### src/rtl/seq_detector_p.sv
// seq_detector_p: serial sequence detector with a run-time pattern and overlap mode.
// Optional match counter is built when SEQDET_COUNT_EN is defined.
module seq_detector_p #(
    parameter int               PAT_W   = 8,
    parameter int               CNT_W   = 8,
    parameter logic [PAT_W-1:0] RST_PAT = PAT_W'(8'b0000_1011),
    parameter int               RST_LEN = 4,
    parameter bit               RST_OVL = 1'b1,
    localparam int              SW      = $clog2(PAT_W + 1)
) (
    input  logic             clk,
    input  logic             reset,
    input  logic             din,
    input  logic             din_valid,
    input  logic             cfg_load,
    input  logic [PAT_W-1:0] cfg_pattern,
    input  logic [SW-1:0]    cfg_len,
    input  logic             cfg_overlap,
    input  logic             cnt_clr,
    output logic             seqcheck,
    output logic [SW-1:0]    state,
    output logic [CNT_W-1:0] match_cnt
);

    localparam logic [SW-1:0] PAT_W_C = SW'(PAT_W);
    localparam logic [SW-1:0] RST_LEN_C =
        (RST_LEN < 1)     ? SW'(1)     :
        (RST_LEN > PAT_W) ? SW'(PAT_W) :
                            SW'(RST_LEN);

    // Active configuration
    logic [PAT_W-1:0] pat;
    logic [SW-1:0]    len;
    logic             ovl;

    // Only PAT_W-1 old bits are kept: with the incoming bit they
    // form the full PAT_W window, so an older bit can never match.
    logic [PAT_W-2:0] hist;
    logic [SW-1:0]    fill;

    logic [PAT_W-1:0] h_new;
    logic [SW:0]      fill_p1;
    logic [SW-1:0]    best;
    logic [SW-1:0]    fill_nxt;
    logic [SW-1:0]    len_c;
    logic             hit;
    logic             match_acc;

    // Clamp the requested length into 1..PAT_W
    always_comb begin
        len_c = cfg_len;
        if (cfg_len == '0) begin
            len_c = SW'(1);
        end else if (cfg_len > PAT_W_C) begin
            len_c = PAT_W_C;
        end
    end

    // Longest pattern prefix that ends on the newest bit
    always_comb begin
        h_new   = {hist, din};
        fill_p1 = {1'b0, fill} + (SW+1)'(1);
        best    = '0;
        for (int k = 1; k <= PAT_W; k++) begin
            if ((SW'(k) <= len) &&
                ((SW+1)'(k) <= fill_p1) &&
                (((h_new ^ (pat >> (len - SW'(k)))) &
                  ~({PAT_W{1'b1}} << k)) == '0)) begin
                best = SW'(k);
            end
        end
    end

    assign hit       = (best == len);
    assign match_acc = din_valid & ~cfg_load & hit;
    assign fill_nxt  = (fill == PAT_W_C) ? fill : fill + SW'(1);

    // Configuration, history and match progress
    always_ff @(posedge clk or negedge reset) begin
        if (!reset) begin
            pat      <= RST_PAT;
            len      <= RST_LEN_C;
            ovl      <= RST_OVL;
            hist     <= '0;
            fill     <= '0;
            state    <= '0;
            seqcheck <= 1'b0;
        end else if (cfg_load) begin
            pat      <= cfg_pattern;
            len      <= len_c;
            ovl      <= cfg_overlap;
            hist     <= '0;
            fill     <= '0;
            state    <= '0;
            seqcheck <= 1'b0;
        end else if (din_valid) begin
            state    <= best;
            seqcheck <= hit;
            if (hit && !ovl) begin
                hist <= '0;
                fill <= '0;
            end else begin
                hist <= h_new[PAT_W-2:0];
                fill <= fill_nxt;
            end
        end else begin
            seqcheck <= 1'b0;
        end
    end

`ifdef SEQDET_COUNT_EN
    // Saturating match counter; a clear wins over a same-edge match
    always_ff @(posedge clk or negedge reset) begin
        if (!reset) begin
            match_cnt <= '0;
        end else if (cnt_clr) begin
            match_cnt <= '0;
        end else if (match_acc && (match_cnt != '1)) begin
            match_cnt <= match_cnt + CNT_W'(1);
        end
    end
`else
    logic cnt_unused;

    assign match_cnt  = '0;
    assign cnt_unused = cnt_clr ^ match_acc;
`endif

endmodule

### config.mk
export PLATFORM = sky130hd
export DESIGN_NAME = seq_detector_p
export DESIGN_NICKNAME = d
export VERILOG_FILES = /design/src/rtl/seq_detector_p.sv
export SDC_FILE = /design/constraint.sdc
export NUM_CORES = 1
export LEC_CHECK = 0
export ABC_AREA = 1
export BUFFER_PORTS_ARGS = -buffer_cell sky130_fd_sc_hd__buf_4
export CORE_MARGIN = 2
export CORE_UTILIZATION = 35
export CTS_BUF_LIST = sky130_fd_sc_hd__clkbuf_16
export DETAILED_ROUTE_END_ITERATION = 12
export PLACE_DENSITY = 0.62
export SLEW_MARGIN = 40
export SYNTH_ARGS = -nofsm -noshare
export SYNTH_HDL_FRONTEND = slang
export SYNTH_SLANG_ARGS = --single-unit
### constraint.sdc
create_clock -name clk -period 3.7 [get_ports clk]
set_input_delay 0.74 -clock clk [delete_from_list [all_inputs] [get_ports clk]]
set_output_delay 0.74 -clock clk [all_outputs]
set_load 0.005 [all_outputs]
==> qor.yml <==
status: "completed"
initialDrtViolationCount: 348
worstReg2RegStart: "len[1]$_DFFE_PN0P_"
critPathMostFrequentCell: "nand2_1"
drive_gt1_share_pct: 10.1
crit_path_cell_trace: "inv_2 > ha_2 > clkinvlp_4 > nand3_1 > nand2_1 > nand2_1 > nand2_1 > nand2_1 > nor2_1 > nor3_1 > nand2_1 > nand2_1 > nand2_1 > nand2_1 > nand2_1 > nand2_1 > nand2_1 > nand2_1 > nand4_4 > nand2_1 > nand2_1 > nand2_1 > nand2_1"
fp.dieW_um: 105
cts_made_buffers: 5
synthToLayoutAreaGrowth_pct: 12.0
num-fill-cells: 1063
yosys_register_bits: 29
antenna_left: 0
cts_tree: "done"
synth_area_um2: 3580
worstPathMaxFanout: 10
crit_buf_inv: 2
cts_sinks: 29
clockBufferDepth: 2
ff2ff_path_depth: 23
cpMaxStageDelayCell: "ha_2"
arrival_ns: 3.58
post-cts-setup-buffers: 0
required_ns: 3.88
rows: 36
start_util_pct: 36.3
cts_root_buffer: "clkbuf_16"
synth_xor_area_share_pct: 3.39
ioPinCount: 32
final_nets: 670
ys_seq_area_share_pct: 20.5
stdcell_count: 768
grt_overflow: 0
synth_top_area_cell: "nand2_1"
end_kind: "flip-flop"
hold_class: "input port to async pin"
synthDistinctLibCells: 34
synth_commonest_cells: "nand2_1 (226), nand3_1 (115), inv_1 (51)"
period_minus_slack_ns: 3.40
synthMuxAreaShare_pct: 0
wl_um: 11900
die_h_um: 105
leakagePower_nw: 2.16
drv_cap: 0
critPathLaunchType: "flip-flop"
yosys.area_share.simple_pct: 50.6
io_buffers: 22
clk_pin_slew_ns: 0.06
die_area_um2: 11000
place_congestion: 0.963
synth.area.top_cells: "nand2_1 (24%), dfrtp_1 (17%), nand3_1 (16%)"
p_per_area_nw_per_um2: 411
synth_cells: 617
yosysTopAreaCellShare_pct: 23.7
synth_enable_flop_cells: 0
grt_pass1_vias: 3823
placed_area_um2: 3820
numPlacedInstances: 760
ys.flop_type: "dfrtp_1"
antenna_found_initial: 0
hpwl_um: 9040
ir_drop_v: 0.000183
total_power_mw: 1.65
cpLargestDelayFamily: "simple AND/OR/NAND/NOR gates"
async_flop_share_pct: 100
syn_avg_cell_area_um2: 5.80
seq_area_um2: 733
hold_viol_final: 0
avgRoutedWirePerCell_um: 15.6
ff2ff_setup_slack_ns: 0.30
synth_top_family_by_area: "simple AND/OR/NAND/NOR gates"
firstDrtPassIters: 5
cpPeakStageDelay_ns: 0.46
grt_max_degree: 30
grt_first_pass_wirelength_um: 19400
multi_input_area_um2: 2470
clk_latency_ns: 0.28
period_share_pct: 91.9
core_region_area_um2: 9860
tightest_slew_ns: 0.564
n_antenna_cell: 0
setup_viol: 0
drcViolationCount: 0
synth_fa_ha_area_share_pct: 5.95
skew_ns: 0.00678
vias_per_cell: 5.43
synth_compound_gate_area_share_pct: 8.01
relSlewSlack_pct: 62.3
yosys_warnings: 0
h-tree-depth: 2
yosysMostFrequentCell: "nand2_1"
fin_area_um2: 4010
vias: 4172
slew_viol_final: 0
critPathKind: "flip-flop to flip-flop"
fmax_mhz: 294
r2r_end: "fill[0]$_DFFE_PN0P_"
grt_usage_pct: 22.2
==> state kept, by name, indices dropped and copies added, names as in the netlist <==
| name | count |
|---|---|
| pat | 8 |
| seqcheck | 1 |
| fill | 4 |
| len | 4 |
| ovl | 1 |
| hist | 7 |
| state | 4 |
==> placed cells by master, fill, tap and decap left out, drive strengths merged <==
master,netlist,routed
ha,17,17
nor3b,1,1
o221ai,1,1
a21oi,12,12
clkbuf,4,5
conb,1,8
o211ai,1,1
dfrtp,24,24
xor2,11,11
buf,23,30
nor2,42,42
a31oi,1,1
o22ai,3,3
o21ai,34,34
nand2,231,231
dfstp,5,5
inv,57,58
nand3,115,115
clkinvlp,0,2
clkinv,5,4
nand4,25,25
nor3,2,2
bufinv,0,1
xnor2,2,2
==> cell families after synthesis <==
logic type,count (synthesis)
AO/OA/AOI/OAI,52
XOR/XNOR,13
adder cells (fa/ha/maj),17
buffers and inverters,89
flip-flops,29
other,1
AND/OR/NAND/NOR,416
==> through the flow <==
| stage | utilization (%) | hold WS [ns] | setup slack, ns | TNS (ns) |
|---|---|---|---|---|
| floorplan | - | 0.444 | 0.622 | 0 |
| global placement | 38.7 | 0.480 | 0.261 | 0 |
| detailed placement | 38.7 | 0.478 | 0.177 | 0 |
| CTS | 40.4 | 0.402 | 0.153 | 0 |
| global route | 40.6 | 0.425 | -0.00167 | -0.00167 |
| finish | 40.6 | 0.382 | 0.298 | 0 |
==> cell type report <==
class / instances / area share, %
clock buffer: 5 / 3.12
timing repair buffer: 30 / 5.62
tap: 133 / 4.15
clock inverter: 3 / 0.937
sequential: 29 / 18.3
multi-input combinational: 506 / 61.8
inverter: 62 / 6.06
==> how the worst max path moves through the flow <==
stage	depth (start not counted)	slack, ns	startpoint	to
6_report	23	0.30	len[1]$_DFFE_PN0P_	fill[0]$_DFFE_PN0P_
3_5_place_dp	23	0.18	len[1]$_DFFE_PN0P_	fill[0]$_DFFE_PN0P_
4_1_cts	23	0.15	len[1]$_DFFE_PN0P_	fill[0]$_DFFE_PN0P_
5_1_grt	23	-0.002	len[1]$_DFFE_PN0P_	fill[3]$_DFFE_PN0P_
3_3_place_gp	23	0.26	len[1]$_DFFE_PN0P_	fill[0]$_DFFE_PN0P_
2_1_floorplan	22	0.62	len[2]$_DFFE_PN1P_	fill[1]$_DFFE_PN0P_
==> what timing repair did <==
action / CTS / global route
endpoints found under the setup margin: 0 / 11
endpoints found under the hold margin: 0 / 0
hold buffers: 0 / 0
gates resized for setup: 0 / 7
==> report_power, final <==
| part | total [mW] | internal [mW] | leakage, nW | switching, mW |
|---|---|---|---|---|
| clock | 0.470 | 0.313 | 0.0826 | 0.158 |
| combinational | 0.784 | 0.252 | 1.71 | 0.532 |
| sequential | 0.391 | 0.350 | 0.367 | 0.0412 |
==> routing by layer <==
| metal | wire [µm] | vias up | GRT usage, % | part of all wire, % |
|---|---|---|---|---|
| li1 | - | 2034 | - | - |
| met1 | 5570 | 1948 | 30.5 | 47 |
| met2 | 5230 | 166 | 34.6 | 44 |
| met3 | 816 | 24 | 3.56 | 6.8 |
| met4 | 332 | 0 | 8.67 | 2.8 |
| met5 | 0 | - | 0 | 0 |
Note: power is estimated with default switching activity, not from simulation.
